<file path="src/rtl/pc_fetch_unit.sv">
// ----------------------------------------------------------------------------
// pc_fetch_unit
//   Program-counter unit for the RISC-V fetch stage. It holds the fetch PC and
//   picks the next one by priority: trap, redirect, sequential advance, hold.
//   It drives a valid/ready request to instruction memory and pulses flush to
//   the IF/ID register on every redirect. A misaligned redirect target is
//   turned into a trap, and the offending address is captured.
//
// Ports
//   clk            in   rising-edge clock
//   rst            in   asynchronous active-low reset
//   fetch_en       in   enable fetching (IDLE <-> RUN)
//   stall          in   hazard stall, holds the PC
//   br_taken       in   redirect request from EX
//   br_target      in   redirect target
//   trap           in   exception/interrupt redirect
//   imem_ready     in   imem accepts the current request
//   pc             out  current fetch address (registered)
//   pc_plus4       out  pc + INC (combinational)
//   pc_valid       out  fetch request valid (registered)
//   flush          out  one-cycle pulse after any redirect
//   misalign_err   out  one-cycle pulse after a misaligned br_target
//   misalign_addr  out  last offending target
// ----------------------------------------------------------------------------
module pc_fetch_unit #(
  parameter int                XLEN         = 32,
  parameter logic [XLEN-1:0]   RESET_VECTOR = 32'h0000_0000,
  parameter logic [XLEN-1:0]   TRAP_VECTOR  = 32'h0000_0100,
  parameter int                INC          = 4,
  parameter int                ALIGN_BITS   = 2
) (
  input  logic            clk,
  input  logic            rst,
  input  logic            fetch_en,
  input  logic            stall,
  input  logic            br_taken,
  input  logic [XLEN-1:0] br_target,
  input  logic            trap,
  input  logic            imem_ready,
  output logic [XLEN-1:0] pc,
  output logic [XLEN-1:0] pc_plus4,
  output logic            pc_valid,
  output logic            flush,
  output logic            misalign_err,
  output logic [XLEN-1:0] misalign_addr
);

  typedef enum logic {IDLE = 1'b0, RUN = 1'b1} state_e;

  // Low target bits that must be zero for a legal redirect.
  localparam logic [XLEN-1:0] ALIGN_MASK = (XLEN'(1) << ALIGN_BITS) - XLEN'(1);

  state_e          state_q, state_d;
  logic [XLEN-1:0] pc_q, pc_d;
  logic            flush_q, flush_d;
  logic            misalign_err_q, misalign_err_d;
  logic [XLEN-1:0] misalign_addr_q, misalign_addr_d;

  logic            tgt_misaligned;

  assign tgt_misaligned = (br_target & ALIGN_MASK) != '0;

  always_ff @(posedge clk or negedge rst) begin
    if (!rst) begin
      state_q         <= IDLE;
      pc_q            <= RESET_VECTOR;
      flush_q         <= 1'b0;
      misalign_err_q  <= 1'b0;
      misalign_addr_q <= '0;
    end else begin
      state_q         <= state_d;
      pc_q            <= pc_d;
      flush_q         <= flush_d;
      misalign_err_q  <= misalign_err_d;
      misalign_addr_q <= misalign_addr_d;
    end
  end

  always_comb begin
    state_d         = state_q;
    pc_d            = pc_q;
    flush_d         = 1'b0;
    misalign_err_d  = 1'b0;
    misalign_addr_d = misalign_addr_q;

    // Entering RUN does not touch the PC, so the first request after
    // enable is whatever the PC already holds.
    unique case (state_q)
      IDLE:    if (fetch_en)  state_d = RUN;
      RUN:     if (!fetch_en) state_d = IDLE;
      default: state_d = IDLE;
    endcase

    // Redirects override stall and imem_ready and abandon any pending
    // request; only a transferred request (RUN & ready & !stall) advances.
    if (trap) begin
      pc_d    = TRAP_VECTOR;
      flush_d = 1'b1;
    end else if (br_taken && !tgt_misaligned) begin
      pc_d    = br_target;
      flush_d = 1'b1;
    end else if (br_taken) begin
      pc_d            = TRAP_VECTOR;
      flush_d         = 1'b1;
      misalign_err_d  = 1'b1;
      misalign_addr_d = br_target;
    end else if (state_q == RUN && imem_ready && !stall) begin
      pc_d = pc_q + XLEN'(INC);
    end
  end

  assign pc            = pc_q;
  assign pc_plus4      = pc_q + XLEN'(INC);
  assign pc_valid      = (state_q == RUN);
  assign flush         = flush_q;
  assign misalign_err  = misalign_err_q;
  assign misalign_addr = misalign_addr_q;

endmodule

</file>
<file path="config.mk">
export PLATFORM = sky130hd
export DESIGN_NAME = pc_fetch_unit
export DESIGN_NICKNAME = d
export VERILOG_FILES = /design/src/rtl/pc_fetch_unit.sv
export SDC_FILE = /design/constraint.sdc
export NUM_CORES = 1
export LEC_CHECK = 0
export CAP_MARGIN = 20
export CORE_MARGIN = 2
export CORE_UTILIZATION = 60
export DETAILED_ROUTE_END_ITERATION = 7
export DONT_BUFFER_PORTS = 1
export GPL_ROUTABILITY_DRIVEN = 0
export PLACE_DENSITY = 0.83
export SYNTH_ARGS = -nofsm -noshare
export SYNTH_HDL_FRONTEND = slang
export SYNTH_SLANG_ARGS = --single-unit
</file>
<file path="constraint.sdc">
create_clock -name clk -period 4.2 [get_ports clk]
set_input_delay 0.84 -clock clk [delete_from_list [all_inputs] [get_ports clk]]
set_output_delay 0.84 -clock clk [all_outputs]
set_load 0.03 [all_outputs]
</file>
==> results.md <==
* Final instance area at 3910 µm²
* Yosys reg bits at 67
* Crit path DAT at 2730 ps
* Clock share of power at 34.0%
* Run status: finished, final reports clean
* CTS clk-pin slew, worst paths at 70 ps
* Synth Flop Type: dfrtp_1
* Row count at 28
* Slew HR at 33.7%
* First-pass GRT wire length at 12.9 mm
* Drt pass-1 iters at 5
* Port Buffers at 0
* Worst-Margin Slew at slightly below 1000 ps
* Synth warn at 0
* Skew final at slightly above 10 ps
* CTS Buf Count at 9
* Post-CTS Setup Bufs at 0
* Placeable Area at about 5900 µm²
* Starting Density at 61.4%
* Routed via count at about 2,700
* # IOs at 138
* CP Launch Type: register
* Period minus WS final at 3570 ps
* Seq pwr share at 57.6%
* FFs w/ async S/R, synth at 100%
* Cells after synthesis at 352
* Syn nets at approximately 390
* PD cells at about 390 nW/µm²
* Switching power at 0.479 mW
* Starting DRT DRC Count at 225
* Initial antenna violation count at 0
* Die width at 81.4 µm
* Post-synth top area cell: dfrtp_1
* Sequential area share after synthesis at 46.7%
* Synth top area share at between 40% and 50%
* Die H at 81.4 µm
* Leak Pwr at 1.62 nW
* Hold Crit Class: input port to asynchronous set/reset pin
* Total wire length at 8.62 mm
* Comb pwr share at 8.4%
* Crit path kind: register to primary output
* Critical Path RT at roughly 3400 ps
* Max Freq at 280 MHz
* Worst vdd ir at 293 µV
* Top cells by area, synth: dfrtp_1, mux2_2, xnor2_1
* Overflow after GRT at 0
* DRC at 0
* Clock Path Buffers at 2
* Fin nets at 399
* Sw Share at 31.0%
* H-tree level count at 3
* TritonCTS clock tree: built
* Hold-fix buffers, CTS at 0
* Final TNS setup at 0 ps
* Gr usage total at around 26%
* Number of clock sinks at 67
* DIE AREA at 6620 µm²
* Pint at around 1.1 mW
* Max-Cap Viols at 0
* Post-synth EDFFs at 0
* Area Growth Syn to Fin at 8.92%
* Post-DP Area at 3720 µm²
* # diodes at 0
* Post-Syn Area per Cell at 10.2 µm²
* Slew Viols, Final at 0
* Final hold vios at 0
* Critical Path Sink Type: primary output
* Vias in the first global route at 2,648
* Largest net degree at the start of global routing at 68
* Synth Cell Area at 3590 µm²
* CP max FO at 7
* Final ANT Viol Nets at 0
* Post-CTS Resized at 0
* Synth unique cells at 42
* Worst-skew pair later-pin latency at 340 ps
* Avg Vias per Cell at 6.18
* Clk root buf: clkbuf_8
* Unrepaired setup endpoints after global routing: false
* Share of layout cells above drive strength 1 at between 20 and 25%
* WL per Instance at 19.6 µm
* Endpoints failing setup at 0
* DP HPWL at ~6 mm
* Final Cycle Share at 85.0%
## worst max-delay path, cell delays in order, from the launching register on
cell	delay (ps)
dfrtp_1	640
nand3_2	270
nor4_2	610
and2_1	370
nand3_1	130
xnor2_1	190
buf_4	190
## power groups by stage
| stage | registers, mW | clock network (mW) | logic, mW |
|---|---|---|---|
| 2_1_floorplan | 0.885 | 0 | 0.115 |
| 3_3_place_gp | 0.898 | 0 | 0.125 |
| 3_5_place_dp | 0.903 | 0 | 0.130 |
| 4_1_cts | 0.890 | 0.532 | 0.131 |
| 5_1_grt | 0.897 | 0.557 | 0.140 |
| 6_report | 0.888 | 0.525 | 0.130 |
## flip-flops by register name, indices dropped and copies added (netlist names)
signal and cells:
misalign_addr 32, flush 1, misalign_err 1, pc 32, pc_valid 1
## cell usage after synthesis (all sizes together), types with 2 or more instances
cell type  count
xnor2         23
inv            5
mux2          32
and2           4
nand2         37
dfrtp         67
a21o           2
nor3          11
clkbuf        12
a22o           2
a31oi          4
nor2          23
buf           13
and3           6
o21ai         19
nand4         15
xor2          23
a21oi         19
nand3         19
nor4           3
nor3b          2
## placed cells by master, fill, tap and decap left out, types with 2 or more instances in the layout
cell type  instances
a21o_1             2
a21oi_1           19
a22o_1             2
a31oi_1            4
and2_1             3
and3_1             6
buf_4             21
clkbuf_1           4
clkbuf_8          10
dfrtp_1           67
inv_1              5
mux2_2            32
nand2_1           37
nand3_1           15
nand3_2            4
nand4_1           14
nor2_1            22
nor3_1             9
nor4_2             3
o21ai_0            9
o21ai_1           10
xnor2_1           23
xor2_1            23
## routing by layer
metal | GRT usage (%) | part of all wire [%]
met5 | 0 | 0
met4 | 10.8 | 1.6
met3 | 8.33 | 8.8
met2 | 42.1 | 50
met1 | 31.7 | 40
## kinds of logic after synthesis
| family | count (synthesis) | share of synthesized area, % |
|---|---|---|
| and+or+nand+nor | 124 | 19.0 |
| DFF | 67 | 46.7 |
| AOI/OAI and AO/OA | 52 | 8.68 |
| xor gates and xnor gates | 46 | 11.2 |
| muxes | 32 | 10.0 |
| buffers and inverters | 30 | 4.01 |
| adders and majority gates | 1 | 0.348 |
## worst paths after layout
| check | from | endpoint | slack (ps) | cells past startpoint |
|---|---|---|---|---|
| max | pc[4] | pc_plus4[23] | 630 | 6 |
| min | rst | pc[11] | 190 | 0 |
| max reg2reg | pc[4] | pc[17] | 1870 | 6 |
| min reg2reg | misalign_addr[22] | misalign_addr[22] | 750 | 1 |
| max in group asynchronous | rst | misalign_addr[2] | 3860 | 0 |
| min in group clk | fetch_en | pc_valid | 530 | 0 |
## metrics by stage
step	hold WS (ps)	util [%]	worst slack (ps)	power (mW)	instances
2_1_floorplan	544	-	1120	1.00	352
3_3_place_gp	546	63.6	1050	1.02	423
3_5_place_dp	545	63.6	988	1.03	423
4_1_cts	177	66.8	603	1.55	439
5_1_grt	175	66.8	437	1.59	439
6_report	191	66.8	630	1.54	439
## final cells by class
class                   count  area, µm²
repair buffers             21        158
inverters                   5       18.8
multi-input cells         255       1780
clock buffers              14        153
well taps                  75       93.8
fillers                   441       1940
flip-flops and latches     67       1680
clock inverters             2       35.0
(Power assumes the default switching activity.)
